[config.mk]
export PLATFORM = sky130hd
export DESIGN_NAME = vga_term_writer
export DESIGN_NICKNAME = d
export VERILOG_FILES = /design/src/rtl/vga_term_writer_pkg.sv /design/src/rtl/vga_cursor_ctr.sv /design/src/rtl/vga_term_writer.sv
export SDC_FILE = /design/constraint.sdc
export NUM_CORES = 1
export LEC_CHECK = 0
export BUFFER_PORTS_ARGS = -buffer_cell sky130_fd_sc_hd__buf_2
export CAP_MARGIN = 20
export CORE_AREA = 5 5 77 79
export DETAILED_ROUTE_END_ITERATION = 10
export DIE_AREA = 0 0 82 84
export GPL_ROUTABILITY_DRIVEN = 0
export PLACE_DENSITY = 0.84
export SLEW_MARGIN = 30
export SYNTH_ARGS = -nofsm -noshare
export SYNTH_HDL_FRONTEND = slang
export SYNTH_SLANG_ARGS = --single-unit
[constraint.sdc]
create_clock -name clk -period 4.4 [get_ports clk]
set_input_delay 0.44 -clock clk [delete_from_list [all_inputs] [get_ports clk]]
set_output_delay 0.44 -clock clk [all_outputs]
set_load 0.1 [all_outputs]
[src/rtl/vga_term_writer_pkg.sv]
// rtl/vga_term_writer_pkg.sv - shared states, control codes and screen defaults
package vga_term_writer_pkg;

    localparam int DEFAULT_COLS = 80;
    localparam int DEFAULT_ROWS = 30;

    localparam logic [7:0] CHAR_BS = 8'h08;
    localparam logic [7:0] CHAR_LF = 8'h0A;
    localparam logic [7:0] CHAR_FF = 8'h0C;
    localparam logic [7:0] CHAR_CR = 8'h0D;
    localparam logic [7:0] CHAR_SP = 8'h20;

    typedef enum logic [2:0] {
        ST_IDLE,
        ST_WRITE,
        ST_GUARD,
        ST_WAIT,
        ST_CLR_WRITE,
        ST_CLR_GUARD,
        ST_CLR_WAIT
    } state_t;

    function automatic logic is_printable(input logic [7:0] c);
        return (c >= 8'h20) && (c <= 8'h7E);
    endfunction

endpackage

[src/rtl/vga_cursor_ctr.sv]
// rtl/vga_cursor_ctr.sv - row/column cursor with wrap and linear cell address
module vga_cursor_ctr #(
    parameter int COLS   = 80,
    parameter int ROWS   = 30,
    parameter int ADDR_W = 12
) (
    input  logic              clk,
    input  logic              rst,
    input  logic              inc_i,
    input  logic              dec_i,
    input  logic              newline_i,
    input  logic              cr_i,
    input  logic              home_i,
    output logic [4:0]        row_o,
    output logic [6:0]        col_o,
    output logic [ADDR_W-1:0] addr_o
);

    localparam logic [6:0] LAST_COL = 7'(COLS - 1);
    localparam logic [4:0] LAST_ROW = 5'(ROWS - 1);

    logic [4:0] row_q, row_d, next_row;
    logic [6:0] col_q, col_d;

    assign next_row = (row_q == LAST_ROW) ? 5'd0 : row_q + 5'd1;

    // Only one request is expected per cycle; home wins so a clear always lands at (0,0).
    always_comb begin
        row_d = row_q;
        col_d = col_q;
        if (home_i) begin
            row_d = 5'd0;
            col_d = 7'd0;
        end else if (inc_i) begin
            if (col_q == LAST_COL) begin
                col_d = 7'd0;
                row_d = next_row;
            end else begin
                col_d = col_q + 7'd1;
            end
        end else if (dec_i) begin
            if (col_q != 7'd0) col_d = col_q - 7'd1;
        end else if (newline_i) begin
            col_d = 7'd0;
            row_d = next_row;
        end else if (cr_i) begin
            col_d = 7'd0;
        end
    end

    always_ff @(posedge clk or posedge rst) begin
        if (rst) begin
            row_q <= 5'd0;
            col_q <= 7'd0;
        end else begin
            row_q <= row_d;
            col_q <= col_d;
        end
    end

    assign row_o  = row_q;
    assign col_o  = col_q;
    assign addr_o = ADDR_W'(row_q) * ADDR_W'(COLS) + ADDR_W'(col_q);

endmodule

[src/rtl/vga_term_writer.sv]
// rtl/vga_term_writer.sv - byte stream to VGA text-buffer write sequencer
module vga_term_writer #(
    parameter int COLS   = vga_term_writer_pkg::DEFAULT_COLS,
    parameter int ROWS   = vga_term_writer_pkg::DEFAULT_ROWS,
    parameter int ADDR_W = 12
) (
    input  logic              clk,
    input  logic              rst,
    input  logic              in_valid,
    input  logic [7:0]        in_char,
    input  logic              in_attr,
    output logic              in_ready,
    output logic [ADDR_W-1:0] term_address,
    output logic [8:0]        term_data,
    output logic              term_cs,
    input  logic              term_busy,
    output logic [4:0]        cursor_row,
    output logic [6:0]        cursor_col,
    output logic              clearing
);

    import vga_term_writer_pkg::*;

    localparam logic [ADDR_W-1:0] LAST_CELL = ADDR_W'(COLS * ROWS - 1);

    state_t            state_q;
    logic              in_ready_q;
    logic              term_cs_q;
    logic              clearing_q;
    logic              print_q;
    logic [ADDR_W-1:0] addr_q;
    logic [8:0]        data_q;

    logic              accept;
    logic              do_inc, do_dec, do_nl, do_cr, do_home;
    logic [ADDR_W-1:0] cur_addr;

    assign accept  = (state_q == ST_IDLE) && in_valid && in_ready_q;
    assign do_cr   = accept && (in_char == CHAR_CR);
    assign do_nl   = accept && (in_char == CHAR_LF);
    assign do_dec  = accept && (in_char == CHAR_BS) && (cursor_col != 7'd0);
    assign do_inc  = (state_q == ST_WRITE) && print_q;
    assign do_home = (state_q == ST_CLR_WAIT) && !term_busy && (addr_q == LAST_CELL);

    vga_cursor_ctr #(
        .COLS   (COLS),
        .ROWS   (ROWS),
        .ADDR_W (ADDR_W)
    ) u_cursor (
        .clk       (clk),
        .rst       (rst),
        .inc_i     (do_inc),
        .dec_i     (do_dec),
        .newline_i (do_nl),
        .cr_i      (do_cr),
        .home_i    (do_home),
        .row_o     (cursor_row),
        .col_o     (cursor_col),
        .addr_o    (cur_addr)
    );

    always_ff @(posedge clk or posedge rst) begin
        if (rst) begin
            state_q    <= ST_IDLE;
            in_ready_q <= 1'b0;
            term_cs_q  <= 1'b0;
            clearing_q <= 1'b0;
            print_q    <= 1'b0;
            addr_q     <= '0;
            data_q     <= 9'd0;
        end else begin
            case (state_q)
                ST_IDLE: begin
                    in_ready_q <= !term_busy;
                    if (accept) begin
                        if (is_printable(in_char)) begin
                            addr_q     <= cur_addr;
                            data_q     <= {in_attr, in_char};
                            print_q    <= 1'b1;
                            term_cs_q  <= 1'b1;
                            in_ready_q <= 1'b0;
                            state_q    <= ST_WRITE;
                        end else if (do_dec) begin
                            // Blank the cell the cursor is stepping back onto.
                            addr_q     <= cur_addr - ADDR_W'(1);
                            data_q     <= {1'b0, CHAR_SP};
                            print_q    <= 1'b0;
                            term_cs_q  <= 1'b1;
                            in_ready_q <= 1'b0;
                            state_q    <= ST_WRITE;
                        end else if (in_char == CHAR_FF) begin
                            addr_q     <= '0;
                            data_q     <= {1'b0, CHAR_SP};
                            clearing_q <= 1'b1;
                            term_cs_q  <= 1'b1;
                            in_ready_q <= 1'b0;
                            state_q    <= ST_CLR_WRITE;
                        end
                    end
                end
                ST_WRITE: begin
                    term_cs_q <= 1'b0;
                    state_q   <= ST_GUARD;
                end
                ST_GUARD: state_q <= ST_WAIT;
                ST_WAIT: begin
                    if (!term_busy) begin
                        in_ready_q <= 1'b1;
                        state_q    <= ST_IDLE;
                    end
                end
                ST_CLR_WRITE: begin
                    term_cs_q <= 1'b0;
                    state_q   <= ST_CLR_GUARD;
                end
                ST_CLR_GUARD: state_q <= ST_CLR_WAIT;
                ST_CLR_WAIT: begin
                    if (!term_busy) begin
                        if (addr_q == LAST_CELL) begin
                            clearing_q <= 1'b0;
                            in_ready_q <= 1'b1;
                            state_q    <= ST_IDLE;
                        end else begin
                            addr_q    <= addr_q + ADDR_W'(1);
                            term_cs_q <= 1'b1;
                            state_q   <= ST_CLR_WRITE;
                        end
                    end
                end
                default: state_q <= ST_IDLE;
            endcase
        end
    end

    assign in_ready     = in_ready_q;
    assign term_cs      = term_cs_q;
    assign term_address = addr_q;
    assign term_data    = data_q;
    assign clearing     = clearing_q;

endmodule

**Word level (Yosys, flattened, before mapping)**

Cells that the tools add are included.

- $add $sub $neg: 6
- Multiply operators: 1
- Order comparisons: 2
- Equal/unequal tests: 25
- Multiplexer cells: 54
- Reduce and logical (&&, ||, !) cells: 30

Operators with widths:

| cell | count |
|---|---|
| 12-bit 2-to-1 mux | 6 |
| 7-bit 2-to-1 mux | 7 |
| 8-bit by 4-bit == test with 1-bit output (second input constant) | 4 |
| 5-bit 2-to-1 mux | 6 |
| 9-bit 2-to-1 mux | 3 |
| 12-bit one-hot mux with 2 select lines | 1 |
| 3-bit 2-to-1 mux | 7 |
| 3-bit one-hot mux with 7 select lines | 1 |
| 1-bit 2-to-1 mux | 20 |
| 12-bit by 1-bit adder with 12-bit output (second input constant) | 1 |
| 12-bit by 7-bit adder with 12-bit output | 1 |
| 12-bit == test (second input constant) | 1 |
| 2-bit != test (second input constant) | 6 |
| 3-bit nonzero test | 4 |
| 12-bit by 1-bit subtractor with 12-bit output (second input constant) | 1 |
| 1-bit logical AND | 10 |
| 5-bit AND reduction | 2 |
| 3-bit == test (second input constant) | 3 |
| 3-bit AND reduction | 3 |
| 8-bit by 6-bit greater-or-equal comparator with 1-bit output (second input constant) | 1 |
| 8-bit by 7-bit less-or-equal comparator with 1-bit output (second input constant) | 1 |
| 5-bit by 3-bit multiplier with 8-bit output (second input constant) | 1 |
| 4-bit by 2-bit != test with 1-bit output (second input constant) | 2 |
| 4-bit AND reduction | 2 |
| other kinds (20) | 24 |

- Flip-flop bits (word level): 40
- Output and inout bits: 36
- Logic and storage cells: 127

**Longest topological paths before layout**

Gate-level depths: netlist of the first run.

- Word-level depth: 9
- Mapped depth: 10

**Modules after synthesis**

Synthesis of the first run repeated with hierarchy kept, for this count alone.

- Cells, all modules: 389
- Area, all modules: 3344.5 um^2

By module, submodules not included:

| module | instances | cells an instance | area an instance (um^2) | seq. area each (um^2) |
|---|---|---|---|---|
| vga_term_writer | 1 | 247 | 2049.5 | 700.7 |
| vga_cursor_ctr | 1 | 142 | 1295.0 | 300.3 |

**Worst setup path before layout of the first run**

No wires, ideal clock.

- Kind: register to register
- Start point: register u_cursor.row_q[3] (netlist: u_cursor.row_o[3])
- End point: register addr_q[11] (netlist: term_address[11])
- Library setup time: 0.078 ns
- Arrival: 3.485 ns
- Path slack: 0.837 ns
- Cell stages (with the launch flop): 9
- Period minus slack after synthesis: 3.563 ns
- Cell sequence: dfrtp_1 -> ha_1 -> ha_1 -> fa_1 -> xor2_1 -> or4_1 -> a2111oi_2 -> mux2_2 -> a21oi_1

- Longest elaborated chain between the ends: 7

Ends and longest elaborated chain:

| item | RTL line | RTL |
|---|---|---|
| from (decl) | vga_cursor_ctr.sv:22 | `logic [4:0] row_q, row_d, next_row;` |
| from (signal assigned) | vga_cursor_ctr.sv:56 | `row_q <= row_d;` |
| 5-bit by 3-bit multiplier with 8-bit output (*) | vga_cursor_ctr.sv:63 | `assign addr_o = ADDR_W'(row_q) * ADDR_W'(COLS) + ADDR_W'(col_q);` |
| 12-bit by 7-bit adder with 12-bit output (*) | vga_cursor_ctr.sv:63 |  |
| 12-bit by 1-bit subtractor with 12-bit output | vga_term_writer.sv:85 | `addr_q <= cur_addr - ADDR_W'(1);` |
| 12-bit 2-to-1 mux | vga_term_writer.sv:83 | `end else if (do_dec) begin` |
| 12-bit 2-to-1 mux (*) | vga_term_writer.sv:76 | `if (is_printable(in_char)) begin` |
| 12-bit 2-to-1 mux (*) | vga_term_writer.sv:75 | `if (accept) begin` |
| 12-bit one-hot mux with 2 select lines (*) | vga_term_writer.sv:72 | `case (state_q)` |
| to (signal assigned) | vga_term_writer.sv:77 | `addr_q <= cur_addr;` |
| to (signal assigned) | vga_term_writer.sv:85 |  |
| to (signal assigned) | vga_term_writer.sv:124 | `addr_q <= addr_q + ADDR_W'(1);` |
| to (decl) | vga_term_writer.sv:31 | `logic [ADDR_W-1:0] addr_q;` |

Every way passes the cells marked *; elsewhere a longest branch is shown, timed or not. The select of a mux whose other input is x is not followed.
A chain may end at the register's enable or synchronous reset.

**Final worst setup path of the first run**

- Start point: register u_cursor.row_q[1] (netlist: u_cursor.row_o[1])
- End point: register addr_q[11] (netlist: term_address[11])

The elaborated chain is that of the path after synthesis.

==> results.yml, run 1 <==
synthesis:
  syn-num-nets: 394
  yosys.area_share.simple_pct: 26.7
  synth-seq-cells: 40
  yosysUniqueCellTypes: 66
  synth_top_family_by_area: "simple AND/OR/NAND/NOR gates"
  ys_top_cells_by_area: "dfrtp_1 (32%), ha_1 (6.5%), o21ai_0 (4.5%), nand2_1 (4.0%), nor2_1 (3.2%)"
  synth_top_area_share_pct: 32.4
  ys_top_cells_by_count: "dfrtp_1 (40), nand2_1 (33), o21ai_0 (28)"
  synth_edf_count: 0
  syn_area_sq_um: 3090
  yosys.area.top_type: "dfrtp_1"
  synthArstFlopShare_pct: 100
  muxShareOfSynthArea_pct: 1.74
  synth_compound_area_share_pct: 23.3
  synth_ff_type: "dfrtp_1"
  syn_avg_cell_area_sq_um: 8.51
  netlist_instances: 363
  synth_xor_area_share_pct: 3.69
  ys_seq_area_share_pct: 32.4
  yosys_warnings: 0
  yosys.area_share.adder_pct: 8.10
  synth.most_common_cell: "dfrtp_1"
grt:
  grt_pass1_vias: 2736
  grtUsageTotal_pct: 23.0
  busiest_layer: "met2"
  use_met3_pct: 4.43
  grt_max_degree: 41
  antenna_found_initial: 0
  met1_usage_pct: 31.4
  overflow: 0
  grt_util_met2_pct: 35.6
  grt_pass1_wl_mm: 12.8
worst_setup_path:
  crit_path_start_kind: "flip-flop"
  crit_path_max_incr_delay_ns: 0.48
  slowest_stage: "dfrtp_1"
  cp.required_ns: 4.61
  path_common_cell: "ha_1"
  end_kind: "flip-flop"
  path_class: "reg2reg"
  critPathBufInv: 0
  critPathMaxFanout: 7
  cp.arrival_ns: 3.40
  critical-path-top-delay-family: "adder cells"
  crit_chain: "ha_1, ha_1, fa_1, xor2_1, o211a_1, o211ai_1, a2111oi_2, mux2_2, a21oi_1"
clocking:
  post_cts_buffers: 0
  cts_resized: 0
  cts_tree: "yes"
  clock_path_buffers: 2
  htree_levels: 2
  cts_buffers: 5
  clockRootBuffer: "clkbuf_8"
  clkTransAtPathRegs_ns: 0.08
  cts_sinks: 40
  clk-insertion-delay-late_ns: 0.29
  hold_buffers: 0
sta:
  hold_viol_final: 0
  timing.final.crit_share_pct: 72.4
  fmax_mhz: 314
  final_max_slew_viol_count: 0
  setup_viol: 0
  rsz0062_at_grt: "false"
  maxSlewHeadroom_pct: 40.7
  tns_ns: 0
  worstMarginPinSlew_ns: 0.884
  fin_crit_ns: 3.19
  fin_skew_ns: 0.00577
route:
  drt_iter0_drc: 247
  wl_per_cell_microns: 16.4
  wl_mm: 7.76
  vias: 3001
  drtAntennaViolNets: 0
  via_per_inst: 6.34
  drc: 0
  dr.pass1.iters: 5
run_status:
  status: "finished clean"
placement:
  portBuffers: 48
  hpwl_mm: 5.64
job:
  drv_cap: 0
finish:
  syn_to_final_growth_pct: 11.9
  final_layout_size_suffix_gt1_share_pct: 18.5
  fin_nets: 432
  diodes: 0
die:
  die-width_microns: 82
  core_area_sq_um: 5270
  die_h_microns: 84
  io_pins: 49
  fp.dieArea_sq_um: 6890
  placementRows: 27
  initial_utilization_pct: 58.6
min_path:
  hold_path.class: "in2async"
## worst paths after layout
kind | start | cells after the start | to | slack, ns
min | rst | 3 | in_ready | 0.27
max reg2reg | u_cursor.row_o[1] | 9 | term_address[11] | 1.21
min reg2reg | term_data[0] | 2 | term_data[0] | 0.47
max | u_cursor.row_o[1] | 9 | term_address[11] | 1.21
max in group asynchronous | rst | 3 | term_address[9] | 3.79
min in group clk | in_attr | 3 | term_data[8] | 0.38
## worst min-delay path, cell delays in order
cell   delay [ns]
buf_2        0.09
inv_1        0.04
buf_4        0.43
## sequential cells by signal, summed over array words and instances, names as in the netlist
register	flops
u_cursor.row_o	5
in_ready	1
state_q	3
u_cursor.col_o	7
clearing	1
term_address	12
term_data	9
print_q	1
term_cs	1
## stage by stage
stage               cells  utilization [%]  worst slack, ns  area (sq um)  hold WS [ns]
global route          473             65.6             1.05          3460         0.320
CTS                   473             65.6             1.20          3460         0.276
global placement      466             63.7             1.41          3360         0.458
finish                473             65.6             1.21          3460         0.266
floorplan             363                -            0.837          3090         0.462
detailed placement    466             63.7             1.26          3360         0.459
## cell usage in the layout, fill, tap and decap left out, drive strengths merged, types with 3 or more instances in the layout
cell / n
ha: 16
inv: 12
o211ai: 9
and2: 8
clkbuf: 7
dfrtp: 40
nand2b: 4
xor2: 7
and3: 10
buf: 51
xnor2: 6
nor3: 7
nand4: 4
nor2: 26
mux2: 3
nor2b: 4
nor4: 6
o31ai: 3
nand3: 18
nand2: 33
or3: 7
a21oi: 13
nor4b: 5
a221oi: 4
o21a: 3
a31oi: 9
a211oi: 5
or4: 7
o21ai: 36
## final cells by class
cell class / count / area (sq um)
multi-input cells: 291 / 1960
fillers: 467 / 1810
flip-flops and latches: 40 / 1000
repair buffers: 51 / 263
clock buffers: 7 / 96.3
well taps: 72 / 90.1
inverters: 12 / 45.0
## metal layers
layer  vias to the layer above  wire, microns
met4                         0            217
met5                         -              0
li1                       1440              -
met1                      1416           3370
met3                        22            504
met2                       123           3670
## logic make-up after synthesis
| logic type | count (synthesis) |
|---|---|
| compound gates | 107 |
| xor+xnor | 13 |
| fa+ha+maj | 19 |
| buf+inv | 32 |
| flops | 40 |
| mux | 5 |
| simple gates | 147 |
Power of run 1 is not shown: default switching activity piles up to over one toggle a cycle in this logic, so the estimate is an artifact.
==> inputs of run 2 (changes only) <==
Settings changed: CORE_AREA 5 5 77 79 to 5 5 80 82, DIE_AREA 0 0 82 84 to 0 0 85 87, PLACE_DENSITY 0.84 to 0.79.
Clock period 4.4 ns to 3.1 ns, I/O delays scaled along.
==> run 2 against run 1 <==
  * Core utilization is 2.2 points lower
  * Critical path type unchanged
  * Design area is 4.0% higher
  * Critical path depth is 1 lower
  * Sequential cell count stayed put
  * Clock skew is 0.0031 ns higher
  * Via count is 1.6% lower
  * Global-route usage is 1.5 points lower
  * Clock-buffer cell count is 2 lower
  * Maximum frequency is 7.8% higher
  * Sequential share of layout area is 0.74 points lower
  * Highest routed layer unchanged
  * Die area is 7.4% higher
==> results.yml, run 2 (synthesis gave the netlist of run 1 again) <==
placement:
  portBuffers: 48
  post-place-ws_ns: -0.00170
  placed_area_sq_um: 3440
  hpwl_mm: 6.01
sta:
  timing.final.crit_share_pct: 95.4
  maxSlewHeadroom_pct: 52.9
  fin_skew_ns: 0.00882
  tns_ns: 0
  rsz0062_at_grt: "false"
  worstMarginPinSlew_ns: 0.705
  timing.hold.ws_ns: 0.103
  fin_crit_ns: 2.96
  fmax_mhz: 338
  setup_slack_ns: 0.143
  final_max_slew_viol_count: 0
  setup_viol: 0
  hold_viol_final: 0
worst_setup_path:
  critPathMaxFanout: 7
  crit_path_start_kind: "flip-flop"
  path_class: "reg2reg"
  slowest_stage: "dfrtp_4"
  crit_chain: "ha_4, ha_1, fa_2, xor2_4, or4_4, a2111oi_4, mux2_2, a21oi_1"
  cp.arrival_ns: 3.19
  cp.required_ns: 3.33
  critPathBufInv: 0
  end_kind: "flip-flop"
  reg2reg_to: "term_address[11]"
  crit_path_max_incr_delay_ns: 0.53
  reg2reg_depth: 8
  critical-path-top-delay-family: "adder cells"
  rrSetupSlack_ns: 0.14
  rr_startpoint: "u_cursor.row_o[1]"
route:
  drtAntennaViolNets: 0
  drt_iter0_drc: 168
  wl_mm: 7.89
  dr.pass1.iters: 4
  wl_per_cell_microns: 16.3
  drc: 0
  vias: 2952
  via_per_inst: 6.10
clocking:
  cts_sinks: 40
  htree_levels: 2
  clock_path_buffers: 2
  cts_tree: "yes"
  clockRootBuffer: "clkbuf_8"
  cts_buffers: 5
  clk-insertion-delay-late_ns: 0.30
  hold_buffers: 0
  clkTransAtPathRegs_ns: 0.09
grt:
  antenna_found_initial: 0
  grt_pass1_vias: 2688
  overflow: 0
  grt_pass1_wl_mm: 13.0
  grt_max_degree: 21
  grtUsageTotal_pct: 21.6
finish:
  num-fill-cells: 508
  layout_commonest_cell: "buf_2"
  final_cell_mix: "buf_2 (48), nand2_1 (33), dfrtp_1 (33)"
  final_layout_size_suffix_gt1_share_pct: 22.7
  fin_nets: 439
  fin_area_sq_um: 3590
  multi_input_area_sq_um: 2010
  diodes: 0
  largest_reg_flops: 12
  syn_to_final_growth_pct: 16.4
  regArea_sq_um: 1010
job:
  drv_cap: 0
die:
  io_pins: 49
  fp.dieArea_sq_um: 7400
  die_h_microns: 87
  placementRows: 28
  initial_utilization_pct: 54.4
  die-width_microns: 85
  core_area_sq_um: 5680
run_status:
  status: "finished clean"
min_path:
  hold_path.class: "in2async"
[run 2: repair_timing]
| item | 4_1_cts | 5_1_grt |
|---|---|---|
| pin swaps | 0 | 1 |
| setup buffers | 0 | 0 |
| setup endpoints to repair | 1 | 1 |
| resized for setup | 1 | 4 |
[run 2: layout make-up]
class	count	share of cell area (%)
clock buffers	5	1.91
clock inverters	3	1.29
inverters	12	1.25
multi-input cells	291	55.9
flip-flops and latches	40	28.2
well taps	75	2.61
repair buffers	58	8.77
[run 2: routing by layer]
layer | vias up | routed length [microns] | part of all wire, % | GRT usage (%)
met2 | 111 | 3820 | 48 | 34.8
met4 | 0 | 118 | 1.5 | 6.04
met3 | 12 | 509 | 6.4 | 4.73
li1 | 1452 | - | - | -
met5 | - | 0 | 0 | 0
met1 | 1377 | 3440 | 44 | 29.3
[run 2: worst max path at each step]
| stage | from | to | slack [ns] | cells past startpoint |
|---|---|---|---|---|
| after floorplan | u_cursor.row_o[4] | term_address[11] | 0.0006 | 7 |
| after global placement | u_cursor.row_o[1] | term_address[11] | 0.11 | 9 |
| after detailed placement | u_cursor.row_o[1] | term_address[11] | -0.002 | 9 |
| after CTS | u_cursor.row_o[1] | term_address[11] | 0.03 | 8 |
| after global routing | u_cursor.row_o[1] | term_address[11] | 0.05 | 8 |
| final | u_cursor.row_o[1] | term_address[11] | 0.14 | 8 |
[run 2: metrics by stage]
| stage | cells | util, % |
|---|---|---|
| after floorplan | 363 | - |
| after global placement | 476 | 60.6 |
| after detailed placement | 476 | 60.6 |
| after CTS | 484 | 62.8 |
| after global routing | 484 | 63.3 |
| final | 484 | 63.3 |
Power of run 2 is left out for the same reason.
==> inputs of run 3 (changes only) <==
Settings changed: CORE_AREA 5 5 80 82 to 5 5 84 78, DIE_AREA 0 0 85 87 to 0 0 89 83.
==> run 3 against run 2 <==
  * Clock skew hardly changed
  * Non-clock buffer count is 1 lower
  * Clock-buffer cell count stayed put
  * Global-route usage is 0.25 points higher
  * Via count is 1.8% higher
  * First-iteration DRC count is 17% higher
  * Critical path depth stayed put
  * Design area is 0.80% lower
  * Worst setup slack worse by 0.042 ns
  * Sequential share of layout area is 0.23 points higher
==> results.yml, run 3 (synthesis gave the netlist of run 1 again) <==
run_status:
  status: "finished clean"
die:
  die_h_microns: 83
  core_area_sq_um: 5560
  die-width_microns: 89
  fp.dieArea_sq_um: 7390
  io_pins: 49
  initial_utilization_pct: 55.5
  placementRows: 26
clocking:
  hold_buffers: 0
  clkTransAtPathRegs_ns: 0.09
  cts_tree: "yes"
  clockRootBuffer: "clkbuf_8"
  htree_levels: 2
  cts_buffers: 5
  cts_sinks: 40
  clk-insertion-delay-late_ns: 0.30
  clock_path_buffers: 2
sta:
  timing.hold.ws_ns: 0.126
  fin_crit_ns: 3.00
  fmax_mhz: 333
  setup_viol: 0
  worstMarginPinSlew_ns: 0.513
  fin_skew_ns: 0.00919
  final_max_slew_viol_count: 0
  timing.final.crit_share_pct: 96.7
  maxSlewHeadroom_pct: 65.5
  hold_viol_final: 0
finish:
  final_layout_size_suffix_gt1_share_pct: 22.5
  final_cell_mix: "buf_2 (48), nand2_1 (33), dfrtp_1 (33)"
  syn_to_final_growth_pct: 15.5
  largest_reg_flops: 12
  final_util_pct: 64.1
  instances_no_fill: 478
  fin_nets: 438
  diodes: 0
  num-fill-cells: 466
  layout_commonest_cell: "buf_2"
placement:
  portBuffers: 48
  hpwl_mm: 5.89
  dp_cells: 469
worst_setup_path:
  reg2reg_depth: 8
  rrSetupSlack_ns: 0.10
  critPathMaxFanout: 6
  cp.required_ns: 3.33
  crit_path_start_kind: "flip-flop"
  rr_startpoint: "u_cursor.row_o[1]"
  path_class: "reg2reg"
  reg2reg_to: "term_address[11]"
  cp.arrival_ns: 3.23
  end_kind: "flip-flop"
  slowest_stage: "or4_4"
  crit_path_max_incr_delay_ns: 0.53
  crit_chain: "ha_4, ha_1, fa_2, xor2_2, or4_4, a2111oi_4, mux2_2, a21oi_1"
min_path:
  hold_path.class: "in2async"
route:
  drtAntennaViolNets: 0
  dr.pass1.iters: 5
  wl_mm: 7.84
  via_per_inst: 6.29
  wl_per_cell_microns: 16.4
  vias: 3005
  drt_iter0_drc: 196
  drc: 0
grt:
  overflow: 0
  grt_pass1_vias: 2739
  grt_pass1_wl_mm: 13.0
  antenna_found_initial: 0
  grt_max_degree: 41
  grtUsageTotal_pct: 21.8
job:
  drv_cap: 0
==> run 3: cell types whose count changed in the layout (fill, tap and decap cells not counted), sizes merged <==
cell    change
buf         -1
clkinv      +1
inv         -1
==> run 3: routing by layer <==
metal | track usage, % | up-vias | wire, microns
met5 | 0 | - | 0
met4 | 4.19 | 0 | 136
met3 | 4.85 | 21 | 667
met2 | 32.9 | 144 | 3540
met1 | 32.1 | 1393 | 3500
li1 | - | 1447 | -
==> run 3: area by class of cell <==
| cell class | count | area [sq um] | area share (%) |
|---|---|---|---|
| Timing Repair Buffer | 57 | 308 | 8.63 |
| Tap cell | 70 | 87.6 | 2.46 |
| Inverter | 12 | 45.0 | 1.26 |
| Clock inverter | 3 | 42.5 | 1.19 |
| Multi-Input combinational cell | 291 | 2000 | 56.1 |
| Clock buffer | 5 | 68.8 | 1.93 |
| Sequential cell | 40 | 1010 | 28.5 |
==> run 3: worst max-delay path by stage <==
stage                            from                to  depth (start not counted)
detailed placement  u_cursor.row_o[1]  term_address[11]                          9
global route        u_cursor.row_o[1]  term_address[11]                          8
finish              u_cursor.row_o[1]  term_address[11]                          8
floorplan           u_cursor.row_o[4]  term_address[11]                          7
CTS                 u_cursor.row_o[1]  term_address[11]                          8
global placement    u_cursor.row_o[1]  term_address[11]                          8
==> run 3: through the flow <==
step / cell area (sq um) / setup TNS, ns / setup WS, ns
floorplan: 3110 / 0 / 0.000643
global placement: 3420 / 0 / 0.111
detailed placement: 3420 / 0 / 0.0165
CTS: 3540 / 0 / 0.0343
global route: 3570 / -0.00441 / -0.00441
finish: 3570 / 0 / 0.101
==> run 3: worst max-delay path, delay by kind of cell (launching register included) <==
family          cells  cell delay (ns)
mux                 1             0.38
compound gates      2             0.50
xor+xnor            1             0.20
flops               1             0.51
fa+ha+maj           3             0.81
simple gates        1             0.53
==> run 3: what timing repair did <==
| action | in CTS | in global routing |
|---|---|---|
| cloned | 0 | 0 |
| endpoints found under the setup margin | 1 | 1 |
| pin swaps | 0 | 1 |
| resized for setup | 1 | 3 |
| buffers inserted | 0 | 1 |
Power of run 3 is left out for the same reason.
